--- src/rtl/pid_ahb_pkg.sv ---
`default_nettype none
// ============================================================================
// Module      : pid_ahb_pkg
// Description : Shared definitions for the PID accelerator AHB-Lite link:
//               register offsets, AHB encodings, master FSM states and the
//               default coefficient/sample width.
// Revision    : 1.0  initial release
// ============================================================================
package pid_ahb_pkg;

    // Default coefficient / sample width
    localparam int c_PID_DW = 25;

    // PID slave register offsets
    localparam logic [31:0] c_OFF_INITN  = 32'h00;
    localparam logic [31:0] c_OFF_COEFF0 = 32'h04;
    localparam logic [31:0] c_OFF_COEFF1 = 32'h08;
    localparam logic [31:0] c_OFF_COEFF2 = 32'h0C;
    localparam logic [31:0] c_OFF_COEFF3 = 32'h10;
    localparam logic [31:0] c_OFF_COEFF4 = 32'h14;
    localparam logic [31:0] c_OFF_COEFF5 = 32'h18;
    localparam logic [31:0] c_OFF_DIN0   = 32'h1C;
    localparam logic [31:0] c_OFF_DIN1   = 32'h20;

    // AHB-Lite encodings
    localparam logic [1:0] c_HTRANS_IDLE   = 2'b00;
    localparam logic [1:0] c_HTRANS_NONSEQ = 2'b10;
    localparam logic [1:0] c_HRESP_OKAY    = 2'b00;
    localparam logic [1:0] c_HRESP_ERROR   = 2'b01;
    localparam logic [2:0] c_HSIZE_WORD    = 3'b010;
    localparam logic [2:0] c_HBURST_SINGLE = 3'b000;
    localparam logic [3:0] c_HPROT_DATA    = 4'b0011;

    // Number of writes in the configuration sequence
    localparam logic [3:0] c_CFG_BEATS = 4'd8;

    // Master sequencing states
    typedef enum logic [1:0] {
        ST_IDLE   = 2'd0,
        ST_CFG    = 2'd1,
        ST_STREAM = 2'd2,
        ST_ERR    = 2'd3
    } pid_state_t;

    // Register offset of configuration beat idx (0 and 7 both hit INITN)
    function automatic logic [31:0] cfg_offset(input logic [3:0] idx);
        logic [31:0] off;
        case (idx)
            4'd1:    off = c_OFF_COEFF0;
            4'd2:    off = c_OFF_COEFF1;
            4'd3:    off = c_OFF_COEFF2;
            4'd4:    off = c_OFF_COEFF3;
            4'd5:    off = c_OFF_COEFF4;
            4'd6:    off = c_OFF_COEFF5;
            default: off = c_OFF_INITN;
        endcase
        return off;
    endfunction

endpackage
`default_nettype wire

--- src/rtl/pid_ahb_beat.sv ---
`default_nettype none
// ============================================================================
// Module      : pid_ahb_beat
// Description : Single-write AHB-Lite pipeline engine. Accepts one address/
//               data pair per req/ack, overlaps the next address phase with
//               the current data phase, holds everything across HREADY=0 and
//               cancels the pipelined beat on a two-cycle ERROR response.
//               Optional macro PID_AHB_MASTER_TIMEOUT_EN adds a wait-state
//               limit of TIMEOUT_CYCLES stalled data-phase cycles.
// Revision    : 1.0  initial release
// ============================================================================
module pid_ahb_beat
    import pid_ahb_pkg::*;
#(
    parameter int TIMEOUT_CYCLES = 256
) (
    input  logic        clk,
    input  logic        rst_n,
    input  logic        i_req,
    input  logic [31:0] i_addr,
    input  logic [31:0] i_data,
    output logic        o_ack,
    output logic        o_done,
    output logic        o_err,
    output logic        o_aphase,
    output logic [31:0] o_haddr,
    output logic [1:0]  o_htrans,
    output logic        o_hwrite,
    output logic [31:0] o_hwdata,
    input  logic        i_hready,
    input  logic [1:0]  i_hresp
);

    logic [1:0]  r_htrans;
    logic [31:0] r_haddr;
    logic [31:0] r_adata;     // data belonging to the beat in address phase
    logic [31:0] r_hwdata;
    logic        r_hwrite;
    logic        r_dphase;

    logic w_aphase;
    logic w_resp_err;
    logic w_timeout;
    logic w_err;

    assign w_aphase   = (r_htrans == c_HTRANS_NONSEQ);
    // First cycle of a two-cycle ERROR response
    assign w_resp_err = r_dphase && !i_hready && (i_hresp == c_HRESP_ERROR);
    assign w_err      = w_resp_err || w_timeout;

    // A new beat may load when no address phase is pending or it completes now
    assign o_ack    = i_req && !w_err && (!w_aphase || i_hready);
    assign o_done   = r_dphase && i_hready;
    assign o_err    = w_err;
    assign o_aphase = w_aphase;

`ifdef PID_AHB_MASTER_TIMEOUT_EN
    localparam int c_TO_W = $clog2(TIMEOUT_CYCLES + 1);
    logic [c_TO_W-1:0] r_to_cnt;

    assign w_timeout = r_dphase && !i_hready &&
                       (r_to_cnt == c_TO_W'(TIMEOUT_CYCLES - 1));

    // Count consecutive stalled data-phase cycles
    always_ff @(posedge clk or negedge rst_n) begin
        if (!rst_n) begin
            r_to_cnt <= '0;
        end else if (!r_dphase || i_hready || w_timeout) begin
            r_to_cnt <= '0;
        end else begin
            r_to_cnt <= r_to_cnt + c_TO_W'(1);
        end
    end
`else
    // Without the limit the master waits on HREADY indefinitely
    localparam int c_timeout_unused = TIMEOUT_CYCLES;
    assign w_timeout = 1'b0;
`endif

    // Address/data pipeline with HREADY hold and error cancellation
    always_ff @(posedge clk or negedge rst_n) begin
        if (!rst_n) begin
            r_htrans <= c_HTRANS_IDLE;
            r_haddr  <= '0;
            r_adata  <= '0;
            r_hwdata <= '0;
            r_hwrite <= 1'b0;
            r_dphase <= 1'b0;
        end else if (w_err) begin
            // Drop the pipelined beat; HWDATA stays for the second error cycle
            r_htrans <= c_HTRANS_IDLE;
            r_dphase <= 1'b0;
        end else begin
            if (w_aphase && i_hready) begin
                r_dphase <= 1'b1;
                r_hwdata <= r_adata;
            end else if (r_dphase && i_hready) begin
                r_dphase <= 1'b0;
            end
            if (o_ack) begin
                r_htrans <= c_HTRANS_NONSEQ;
                r_haddr  <= i_addr;
                r_adata  <= i_data;
                r_hwrite <= 1'b1;
            end else if (w_aphase && i_hready) begin
                r_htrans <= c_HTRANS_IDLE;
            end
        end
    end

    assign o_htrans = r_htrans;
    assign o_haddr  = r_haddr;
    assign o_hwdata = r_hwdata;
    assign o_hwrite = r_hwrite;

endmodule
`default_nettype wire

--- src/rtl/pid_ahb_master.sv ---
`default_nettype none
// ============================================================================
// Module      : pid_ahb_master
// Description : AHB-Lite master that programs the PID slave (INITN low, six
//               coefficients, INITN high) and then streams din0/din1 sample
//               pairs as bus writes. Optional macro PID_AHB_MASTER_TIMEOUT_EN
//               enables the wait-state timeout in the beat engine.
// Revision    : 1.0  initial release
// ============================================================================
module pid_ahb_master
    import pid_ahb_pkg::*;
#(
    parameter logic [31:0] BASE_ADDR      = 32'h0000_0000,
    parameter int          DW             = c_PID_DW,
    parameter int          TIMEOUT_CYCLES = 256
) (
    input  logic          HCLK,
    input  logic          HRESETn,
    input  logic          cfg_start,
    input  logic [DW-1:0] coeff0,
    input  logic [DW-1:0] coeff1,
    input  logic [DW-1:0] coeff2,
    input  logic [DW-1:0] coeff3,
    input  logic [DW-1:0] coeff4,
    input  logic [DW-1:0] coeff5,
    output logic          cfg_done,
    input  logic          sample_valid,
    output logic          sample_ready,
    input  logic [DW-1:0] sample_din0,
    input  logic [DW-1:0] sample_din1,
    output logic          busy,
    output logic          err,
    output logic [31:0]   HADDR,
    output logic [1:0]    HTRANS,
    output logic          HWRITE,
    output logic [2:0]    HSIZE,
    output logic [2:0]    HBURST,
    output logic [3:0]    HPROT,
    output logic          HMASTLOCK,
    output logic [31:0]   HWDATA,
    input  logic [31:0]   HRDATA,
    input  logic          HREADY,
    input  logic [1:0]    HRESP
);

    pid_state_t  r_state, w_state_nxt;
    logic [3:0]  r_idx, w_idx_nxt;           // configuration beats issued
    logic        r_ready, w_ready_nxt;
    logic        r_err, w_err_nxt;
    logic        r_done, w_done_nxt;
    logic        r_din1_pend, w_din1_pend_nxt;
    logic [DW-1:0] r_coeff [6];
    logic [DW-1:0] r_din1;

    logic        w_go;
    logic        w_req;
    logic [31:0] w_req_addr;
    logic [31:0] w_req_data;
    logic        w_ack;
    logic        w_bdone;
    logic        w_berr;
    logic        w_baphase;
    logic        w_accept;
    logic        w_hrdata_unused;

    assign w_hrdata_unused = ^HRDATA;

    // Bus request for the current state; independent of the engine's ack
    always_comb begin
        w_go       = cfg_start && ((r_state == ST_IDLE) || (r_state == ST_ERR) ||
                                   ((r_state == ST_STREAM) && r_ready));
        w_req      = 1'b0;
        w_req_addr = BASE_ADDR;
        w_req_data = 32'd0;
        if (w_go) begin
            w_req      = 1'b1;
            w_req_addr = BASE_ADDR + c_OFF_INITN;
            w_req_data = 32'd0;
        end else if (r_state == ST_CFG && r_idx < c_CFG_BEATS) begin
            w_req      = 1'b1;
            w_req_addr = BASE_ADDR + cfg_offset(r_idx);
            case (r_idx)
                4'd1:    w_req_data = 32'(r_coeff[0]);
                4'd2:    w_req_data = 32'(r_coeff[1]);
                4'd3:    w_req_data = 32'(r_coeff[2]);
                4'd4:    w_req_data = 32'(r_coeff[3]);
                4'd5:    w_req_data = 32'(r_coeff[4]);
                4'd6:    w_req_data = 32'(r_coeff[5]);
                4'd7:    w_req_data = 32'd1;
                default: w_req_data = 32'd0;
            endcase
        end else if (r_state == ST_STREAM && r_ready && sample_valid) begin
            w_req      = 1'b1;
            w_req_addr = BASE_ADDR + c_OFF_DIN0;
            w_req_data = 32'(sample_din0);
        end else if (r_state == ST_STREAM && r_din1_pend) begin
            w_req      = 1'b1;
            w_req_addr = BASE_ADDR + c_OFF_DIN1;
            w_req_data = 32'(r_din1);
        end
    end

    // Next-state and status outputs
    always_comb begin
        w_state_nxt     = r_state;
        w_idx_nxt       = r_idx;
        w_ready_nxt     = r_ready;
        w_err_nxt       = r_err;
        w_done_nxt      = 1'b0;
        w_din1_pend_nxt = r_din1_pend;
        w_accept        = 1'b0;
        if (w_go) begin
            w_state_nxt     = ST_CFG;
            w_idx_nxt       = w_ack ? 4'd1 : 4'd0;
            w_ready_nxt     = 1'b0;
            w_err_nxt       = 1'b0;
            w_din1_pend_nxt = 1'b0;
        end else begin
            case (r_state)
                ST_CFG: begin
                    if (r_idx < c_CFG_BEATS) begin
                        if (w_ack) begin
                            w_idx_nxt = r_idx + 4'd1;
                        end
                    end else if (w_bdone && !w_baphase) begin
                        w_done_nxt  = 1'b1;
                        w_state_nxt = ST_STREAM;
                        w_ready_nxt = 1'b1;
                    end
                end
                ST_STREAM: begin
                    if (r_ready) begin
                        if (sample_valid && w_ack) begin
                            w_accept        = 1'b1;
                            w_ready_nxt     = 1'b0;
                            w_din1_pend_nxt = 1'b1;
                        end
                    end else if (r_din1_pend) begin
                        if (w_ack) begin
                            w_din1_pend_nxt = 1'b0;
                        end
                    end else if (w_bdone && !w_baphase) begin
                        w_ready_nxt = 1'b1;
                    end
                end
                default: ;
            endcase
        end
        if (w_berr) begin
            w_state_nxt     = ST_ERR;
            w_err_nxt       = 1'b1;
            w_ready_nxt     = 1'b0;
            w_din1_pend_nxt = 1'b0;
            w_done_nxt      = 1'b0;
        end
    end

    // State and status registers
    always_ff @(posedge HCLK or negedge HRESETn) begin
        if (!HRESETn) begin
            r_state     <= ST_IDLE;
            r_idx       <= 4'd0;
            r_ready     <= 1'b0;
            r_err       <= 1'b0;
            r_done      <= 1'b0;
            r_din1_pend <= 1'b0;
        end else begin
            r_state     <= w_state_nxt;
            r_idx       <= w_idx_nxt;
            r_ready     <= w_ready_nxt;
            r_err       <= w_err_nxt;
            r_done      <= w_done_nxt;
            r_din1_pend <= w_din1_pend_nxt;
        end
    end

    // Coefficient shadows on a started configuration, din1 on an accepted pair
    always_ff @(posedge HCLK or negedge HRESETn) begin
        if (!HRESETn) begin
            for (int i = 0; i < 6; i++) begin
                r_coeff[i] <= '0;
            end
            r_din1 <= '0;
        end else begin
            if (w_go) begin
                r_coeff[0] <= coeff0;
                r_coeff[1] <= coeff1;
                r_coeff[2] <= coeff2;
                r_coeff[3] <= coeff3;
                r_coeff[4] <= coeff4;
                r_coeff[5] <= coeff5;
            end
            if (w_accept) begin
                r_din1 <= sample_din1;
            end
        end
    end

    pid_ahb_beat #(
        .TIMEOUT_CYCLES (TIMEOUT_CYCLES)
    ) u_beat (
        .clk      (HCLK),
        .rst_n    (HRESETn),
        .i_req    (w_req),
        .i_addr   (w_req_addr),
        .i_data   (w_req_data),
        .o_ack    (w_ack),
        .o_done   (w_bdone),
        .o_err    (w_berr),
        .o_aphase (w_baphase),
        .o_haddr  (HADDR),
        .o_htrans (HTRANS),
        .o_hwrite (HWRITE),
        .o_hwdata (HWDATA),
        .i_hready (HREADY),
        .i_hresp  (HRESP)
    );

    assign cfg_done     = r_done;
    assign sample_ready = r_ready;
    assign err          = r_err;
    assign busy         = (r_state == ST_CFG) || ((r_state == ST_STREAM) && !r_ready);

    assign HSIZE     = c_HSIZE_WORD;
    assign HBURST    = c_HBURST_SINGLE;
    assign HPROT     = c_HPROT_DATA;
    assign HMASTLOCK = 1'b0;

endmodule
`default_nettype wire

--- config.mk ---
export PLATFORM = sky130hd
export DESIGN_NAME = pid_ahb_master
export DESIGN_NICKNAME = d
export VERILOG_FILES = /design/src/rtl/pid_ahb_pkg.sv /design/src/rtl/pid_ahb_beat.sv /design/src/rtl/pid_ahb_master.sv
export SDC_FILE = /design/constraint.sdc
export NUM_CORES = 1
export LEC_CHECK = 0
export CAP_MARGIN = 20
export CELL_PAD_IN_SITES_DETAIL_PLACEMENT = 1
export CELL_PAD_IN_SITES_GLOBAL_PLACEMENT = 1
export CORE_MARGIN = 3
export CORE_UTILIZATION = 36
export CTS_CLUSTER_DIAMETER = 40
export DETAILED_ROUTE_END_ITERATION = 6
export HOLD_SLACK_MARGIN = 0.12
export PLACE_DENSITY_LB_ADDON = 0.3
export REMOVE_ABC_BUFFERS = 1
export SKIP_LAST_GASP = 1
export SLEW_MARGIN = 20
export SYNTH_ARGS = -nofsm -noshare
export SYNTH_HDL_FRONTEND = slang
export SYNTH_SLANG_ARGS = --single-unit
export TNS_END_PERCENT = 20
--- constraint.sdc ---
create_clock -name HCLK -period 2.6 [get_ports HCLK]
set_clock_uncertainty 0.1 [all_clocks]
set_input_delay 0.26 -clock HCLK [delete_from_list [all_inputs] [get_ports HCLK]]
set_output_delay 0.26 -clock HCLK [all_outputs]
set_load 0.05 [all_outputs]
; ---- Word-level counts from Yosys, hierarchy flattened
; Cells that the tools add are included.
[totals]
reg_bits = 285
output_inout_bits = 82
[op_classes]
n_lt_le_gt_ge = 1
eq_ne = 16
bitwise_logic = 1
muxes = 56
addsub = 1
reduce_logical = 39
[ops]
columns = operator, n
row1 = 25-bit one-hot mux with 7 select lines, 1
row2 = 32-bit two-way mux, 4
row3 = 25-bit two-way mux, 2
row4 = 1-bit two-way mux, 33
row5 = 5-bit one-hot mux with 6 select lines, 1
row6 = "4-bit by 3-bit == test with 1-bit output, second input constant", 4
row7 = 2-bit two-way mux, 8
row8 = 4-bit two-way mux, 4
row9 = 3-bit nonzero test, 5
row10 = 1-bit logical AND, 14
row11 = 6-bit two-way mux, 2
row12 = 3-bit AND reduction, 3
row13 = "4-bit by 2-bit == test with 1-bit output, second input constant", 2
row14 = "4-bit by 3-bit != test with 1-bit output, second input constant", 2
row15 = 2-bit nonzero test, 4
row16 = "2-bit == test, second input constant", 3
row17 = 2-bit AND reduction, 3
row18 = "4-bit by 1-bit adder with 4-bit output, second input constant", 1
row19 = "2-bit by 1-bit == test with 1-bit output, second input constant", 2
row20 = "4-bit by 1-bit == test with 1-bit output, second input constant", 1
row21 = 1-bit zero test, 4
row22 = 1-bit logical OR, 4
row23 = "4-bit less-than comparator, second input constant", 1
row24 = "4-bit by 1-bit != test with 1-bit output, second input constant", 1
row25 = other kinds (5), 5

; ---- Longest topological paths before layout
[depth]
depth_word = 14
ltp_mapped = 11

; ---- Cells and area by module
; A second synthesis with hierarchy kept.
[hier_totals]
hier_cells = 1189
area_unflattened_um2 = 12592.1
[modules_own_cells]
columns = module, instances, area_each_um2, cells_each
row1 = pid_ahb_master, 1, 8707.1, 969
row2 = pid_ahb_beat, 1, 3885.0, 220

; ---- Worst setup path after synthesis
; OpenSTA, ideal clock, no wires.
[synth_path]
path_type = reg2reg
start = register r_ready (netlist: sample_ready)
end = register r_din1[14]
period_less_slack_ps = 2176
path_stages_with_launch = 7
t_arrival_ps = 1951
slack_ps = 424
t_required_ps = 2375
setup_time_ps = 125
path_cell_list = dfrtp_1 -> buf_6 -> and3_1 -> buf_6 -> nor3b_4 -> buf_4 -> mux2_2
[synth_via]
elab_chain_cells = 12
[synth_rtl]
columns = element, line_no
row1 = from (decl), pid_ahb_master.sv:48  ; logic r_ready, w_ready_nxt;
row2 = from (signal assigned), pid_ahb_master.sv:170  ; r_ready <= w_ready_nxt;
row3 = 1-bit logical AND, "pid_ahb_master.sv:71, pid_ahb_master.sv:92"
row4 = 1-bit logical AND, pid_ahb_master.sv:92  ; end else if (r_state == ST_STREAM && r_ready && sample_valid) begin
row5 = 1-bit two-way mux, pid_ahb_master.sv:92
row6 = 1-bit two-way mux, pid_ahb_master.sv:79  ; end else if (r_state == ST_CFG && r_idx < c_CFG_BEATS) begin
row7 = 1-bit two-way mux, pid_ahb_master.sv:75  ; if (w_go) begin
row8 = 1-bit logical AND (2 in a row), pid_ahb_beat.sv:52  ; assign o_ack = i_req && !w_err && (!w_aphase || i_hready);
row9 = 1-bit logical AND, pid_ahb_master.sv:133  ; if (sample_valid && w_ack) begin
row10 = 1-bit two-way mux, pid_ahb_master.sv:133
row11 = 1-bit two-way mux, pid_ahb_master.sv:132  ; if (r_ready) begin
row12 = 1-bit two-way mux, pid_ahb_master.sv:119  ; case (r_state)
row13 = 1-bit two-way mux *, pid_ahb_master.sv:112  ; if (w_go) begin
row14 = to (signal assigned), pid_ahb_master.sv:194  ; r_din1 <= sample_din1;
row15 = to (decl), pid_ahb_master.sv:53  ; logic [DW-1:0] r_din1;
; Mark *: on every way between the ends. The rest lies on a longest branch, timed or not.
; A chain may end at the register's enable or synchronous reset.

; ---- Worst setup path after layout
[layout_path]
start = register r_state[0]
end = register u_beat.r_adata[6]
[layout_via]
elab_chain_cells = 9
[layout_rtl]
columns = element, line_no
row1 = from (decl), pid_ahb_master.sv:46  ; pid_state_t r_state, w_state_nxt;
row2 = from (signal assigned), pid_ahb_master.sv:168  ; r_state <= w_state_nxt;
row3 = 2-bit == test, "pid_ahb_master.sv:71, pid_ahb_master.sv:92, pid_ahb_master.sv:96"
row4 = 1-bit logical AND (on tied branches), "pid_ahb_master.sv:96, pid_ahb_master.sv:71, pid_ahb_master.sv:92"
row5 = 1-bit two-way mux / 1-bit logical AND (equally long branches), "pid_ahb_master.sv:96, pid_ahb_master.sv:92"
row6 = 1-bit two-way mux, pid_ahb_master.sv:92
row7 = 1-bit two-way mux, pid_ahb_master.sv:79
row8 = 1-bit two-way mux, pid_ahb_master.sv:75
row9 = 1-bit logical AND (2 in a row), pid_ahb_beat.sv:52
row10 = 2-bit AND reduction (no line), -
row11 = to (signal assigned), pid_ahb_beat.sv:103  ; r_adata <= i_data;
row12 = to (decl), pid_ahb_beat.sv:36  ; logic [31:0] r_adata;
; Several ways; a longest one is shown, not always the timed one.

==> metrics.txt <==
Post-Layout Cell Count=1,826; final setup fails=0; Die Y-Extent=182.3 um; power density cells=1270 mW/mm^2; Worst-Skew Late Latency=0.52 ns; gpl congestion=0.7774; Die W=182.3 um; ANT nets after route=0; vias per cell=5.206; Hold Path Origin=coeff3[14]; global-route wire length before repair=57,510 um; FMAX=400.4 MHz; post-route setup TNS=0 ns; top sig layer=met5; average wire per standard cell=20.70 um; # placed instances=1,749; CTS Root Cell=clkbuf_16; post-synthesis async set-or-reset flop share=100.0%; layout cell share with drive strength beyond 1=13.16%; largest net degree at the start of global routing=140; sequential area share after synthesis=54.12%; crit path DAT=2.75 ns; Slew HR=33.86%; fin nets=1,652; final worst slack=0.1027 ns; Pins Over Slew Limit=0; RR Endpoint=u_beat.r_adata[6]; worst slew pin tran=0.9884 ns; Post-CTS Setup Inserts=0; core area=0.03011 mm^2; CP peak stage delay=0.82 ns; DR WL met2=18,390 um; multiplexer area fraction after synthesis=5.669%; Pleak=7.416 nW; Design Area, Final=0.01552 mm^2; CTS max path bufs=3; adder-cell share of the synthesized area=0.6709%; period utilisation layout=96.05%; VDD IR max=521.7 uV; n_diodes=0; CP max-delay cell=a31o_2; synth unique cells=52; Clk pin slew, worst setup/hold paths=0.05 ns; Initial Utilization=37.16%; CTS Buf Count=42; Min Clock Period, post-route=2.497 ns; drt pass-1 iters=5; Net Sw Power=7.624 mW; simple-gate portion of the synthesized area=19.28%; Synth Flop Type=dfrtp_1; Hold Worst Slack=0.1744 ns; Endpoint, Worst Hold=r_coeff[64]; final WL=37,800 um; Internal=12.09 mW; port bufs=241; Placed Area=0.01401 mm^2; Critical Path Start Type=register; CTS tree=yes; vias in the first global route=10,260; Critical Path RT=2.85 ns; outcome=finished clean; Compound-Gate Fraction of Synth Area=13.23%; # IOs=321; Hold Path Depth=3; xor and xnor area share after synthesis=0.07827%; gr ovfl total=0; Gate power share=39.0%; GR Util All Layers=21.85%; yosys warns=0; combinational family with the most area after synthesis=simple AND/OR/NAND/NOR gates; Sink Count=242; Vias=9,506; Crit Path Category=reg -> reg; row count=63; depth of the worst register-to-register path=6; Clock power frac=29.4%; DR DRC count=0; Fin. Hold Viols=0; met3 routed WL=2598 um; Net Sw Frac=38.67%; Avg Inst Size Synth=9.621 um^2; pre-CTS WS=0.07334 ns; synthesized instance count=1,163; placed wire-length estimate=25,020 um; wl on met1=16,170 um; Reg2Reg Setup Slack=0.10 ns; Worst Hold Class=in -> reg; register bit total from synthesis=242; initial antenna violation count=3; Synth Cell Area=0.01119 mm^2; drt first-iter violations=561; die area=0.03323 mm^2; crit path max fanout=27; worst r2r src=r_state[0]; Post-synth EDFFs=0; H-Tree Depth=2; max capacitance violation total=0; crit-path cells=inv_1 -> ha_1 -> and3_2 -> nor2_4 -> a31o_2 -> o41ai_2; RSZ-0062 raised after global routing=no; CP endpoint kind=register; P&R area growth vs syn=38.72%; sequential power share=31.6%
per-stage QoR:
stage                     utilization (%)  power (mW)
after floorplan                         -       10.93
after global placement              46.53       13.59
after detailed placement            46.53       13.89
after CTS                           51.52       19.82
after global routing                51.55       20.93
final                               51.55       19.72
critical path, delay by kind of cell, from the launching register on:
family	cells	cell delay, ns
AO/OA/AOI/OAI	2	0.99
adder cells (fa/ha/maj)	1	0.26
buffers and inverters	1	0.07
flip-flops	1	0.38
AND/OR/NAND/NOR	2	0.49
power groups by stage:
stage          clock network, mW  registers (mW)  logic, mW
5_1_grt                     6.09            6.42       8.43
6_report                    5.79            6.24       7.69
3_3_place_gp                   0            6.18       7.41
3_5_place_dp                   0            6.26       7.63
2_1_floorplan                  0            6.79       4.15
4_1_cts                     5.89            6.24       7.70
logic make-up after synthesis:
kind of cell / Yosys count
simple gates: 546
flops: 242
compound gates: 172
buf+inv: 137
mux: 57
fa+ha+maj: 6
other cells: 2
xor+xnor: 1
metal layers:
layer / up-vias / track usage (%)
met2: 310 / 36.93
met1: 4773 / 28.55
met4: 6 / 5.058
met5: - / 0
met3: 53 / 5.242
li1: 4364 / -
sequential cells by signal, summed over array words and instances (netlist names), 2 cells and up:
signal and cells:
r_idx 4, r_din1 25, r_coeff 150, u_beat.o_hwdata 25, r_state 2, u_beat.o_haddr 4
u_beat.r_adata 25
cell type report:
type | count | area (um^2)
Multi-Input combinational cell | 830 | 4583
Timing Repair Buffer | 283 | 2889
Clock inverter | 23 | 342.8
Sequential cell | 242 | 6057
Inverter | 8 | 30.03
Tap cell | 390 | 488.0
Fill cell | 3315 | 14590
Clock buffer | 50 | 1132
synth_stat cells, types with 2 or more instances:
library cell	instances	area, um^2
mux2_2	48	540.5
a32o_1	11	110.1
o22ai_1	2	12.51
inv_1	7	26.28
a222oi_1	16	160.2
a21o_1	4	30.03
buf_1	9	33.78
buf_2	16	80.08
a311oi_1	4	35.03
a221oi_1	34	297.8
a221o_1	13	130.1
a22o_1	4	35.03
a2111oi_0	3	26.28
a31oi_1	16	100.1
o221a_2	3	33.78
o21ai_0	8	40.04
conb_1	2	7.510
dfrtp_1	242	6056
nor3_1	3	15.01
nor3b_1	2	15.01
and2_1	3	18.77
nand2b_1	6	37.54
nand2_1	487	1828
buf_6	5	56.30
o41ai_2	14	227.7
mux2i_1	6	60.06
nand3_1	7	35.03
and3_1	6	37.54
clkbuf_1	46	172.7
mux2_1	3	33.78
ha_1	6	75.07
nor2_1	21	78.83
nor2b_1	5	31.28
buf_4	53	397.9
a22oi_1	6	45.04
a21oi_1	26	130.1
how the worst max path moves through the flow:
stage               slack [ns]  depth (start not counted)    startpoint                 end
floorplan                -2.80                          5  sample_ready  u_beat.r_adata[10]
global placement          0.14                          8      r_idx[0]  u_beat.r_adata[12]
detailed placement        0.07                          6  sample_valid   u_beat.r_adata[4]
CTS                       0.11                          7    r_state[0]   u_beat.r_adata[4]
global route              0.02                          8      r_idx[0]  u_beat.r_adata[12]
finish                    0.10                          6    r_state[0]   u_beat.r_adata[6]
cells in the final DEF, fill, tap and decap left out, types with 4 or more instances in the layout:
cell type	synthesis	routed
a221o_1	13	13
a22o_1	4	4
a22oi_1	6	6
inv_1	7	7
a222oi_1	16	16
bufinv_16	0	8
buf_12	0	12
clkbuf_16	0	43
buf_4	53	27
a221oi_1	34	34
clkinv_2	0	6
and3_1	6	5
mux2_2	48	48
a32o_1	11	11
conb_1	2	47
a21oi_1	26	25
nand3_1	7	7
nor2b_1	5	5
mux2i_1	6	6
nand2_1	487	485
a31oi_1	16	16
clkbuf_1	46	4
clkinvlp_4	0	5
o21ai_0	8	8
clkdlybuf4s50_1	0	239
a21o_1	4	4
nor2_1	21	21
o41ai_2	14	14
nand2b_1	6	6
dfrtp_1	242	241
a311oi_1	4	4
repair_timing:
item | 4_1_cts | 5_1_grt
gates cloned | 0 | 1
pin swaps | 0 | 1
hold endpoints to repair | 242 | 0
hold buffers | 3 | 0
resized for setup | 1 | 0
setup endpoints to repair | 1 | 7
Note: power is estimated with default switching activity, not from simulation.
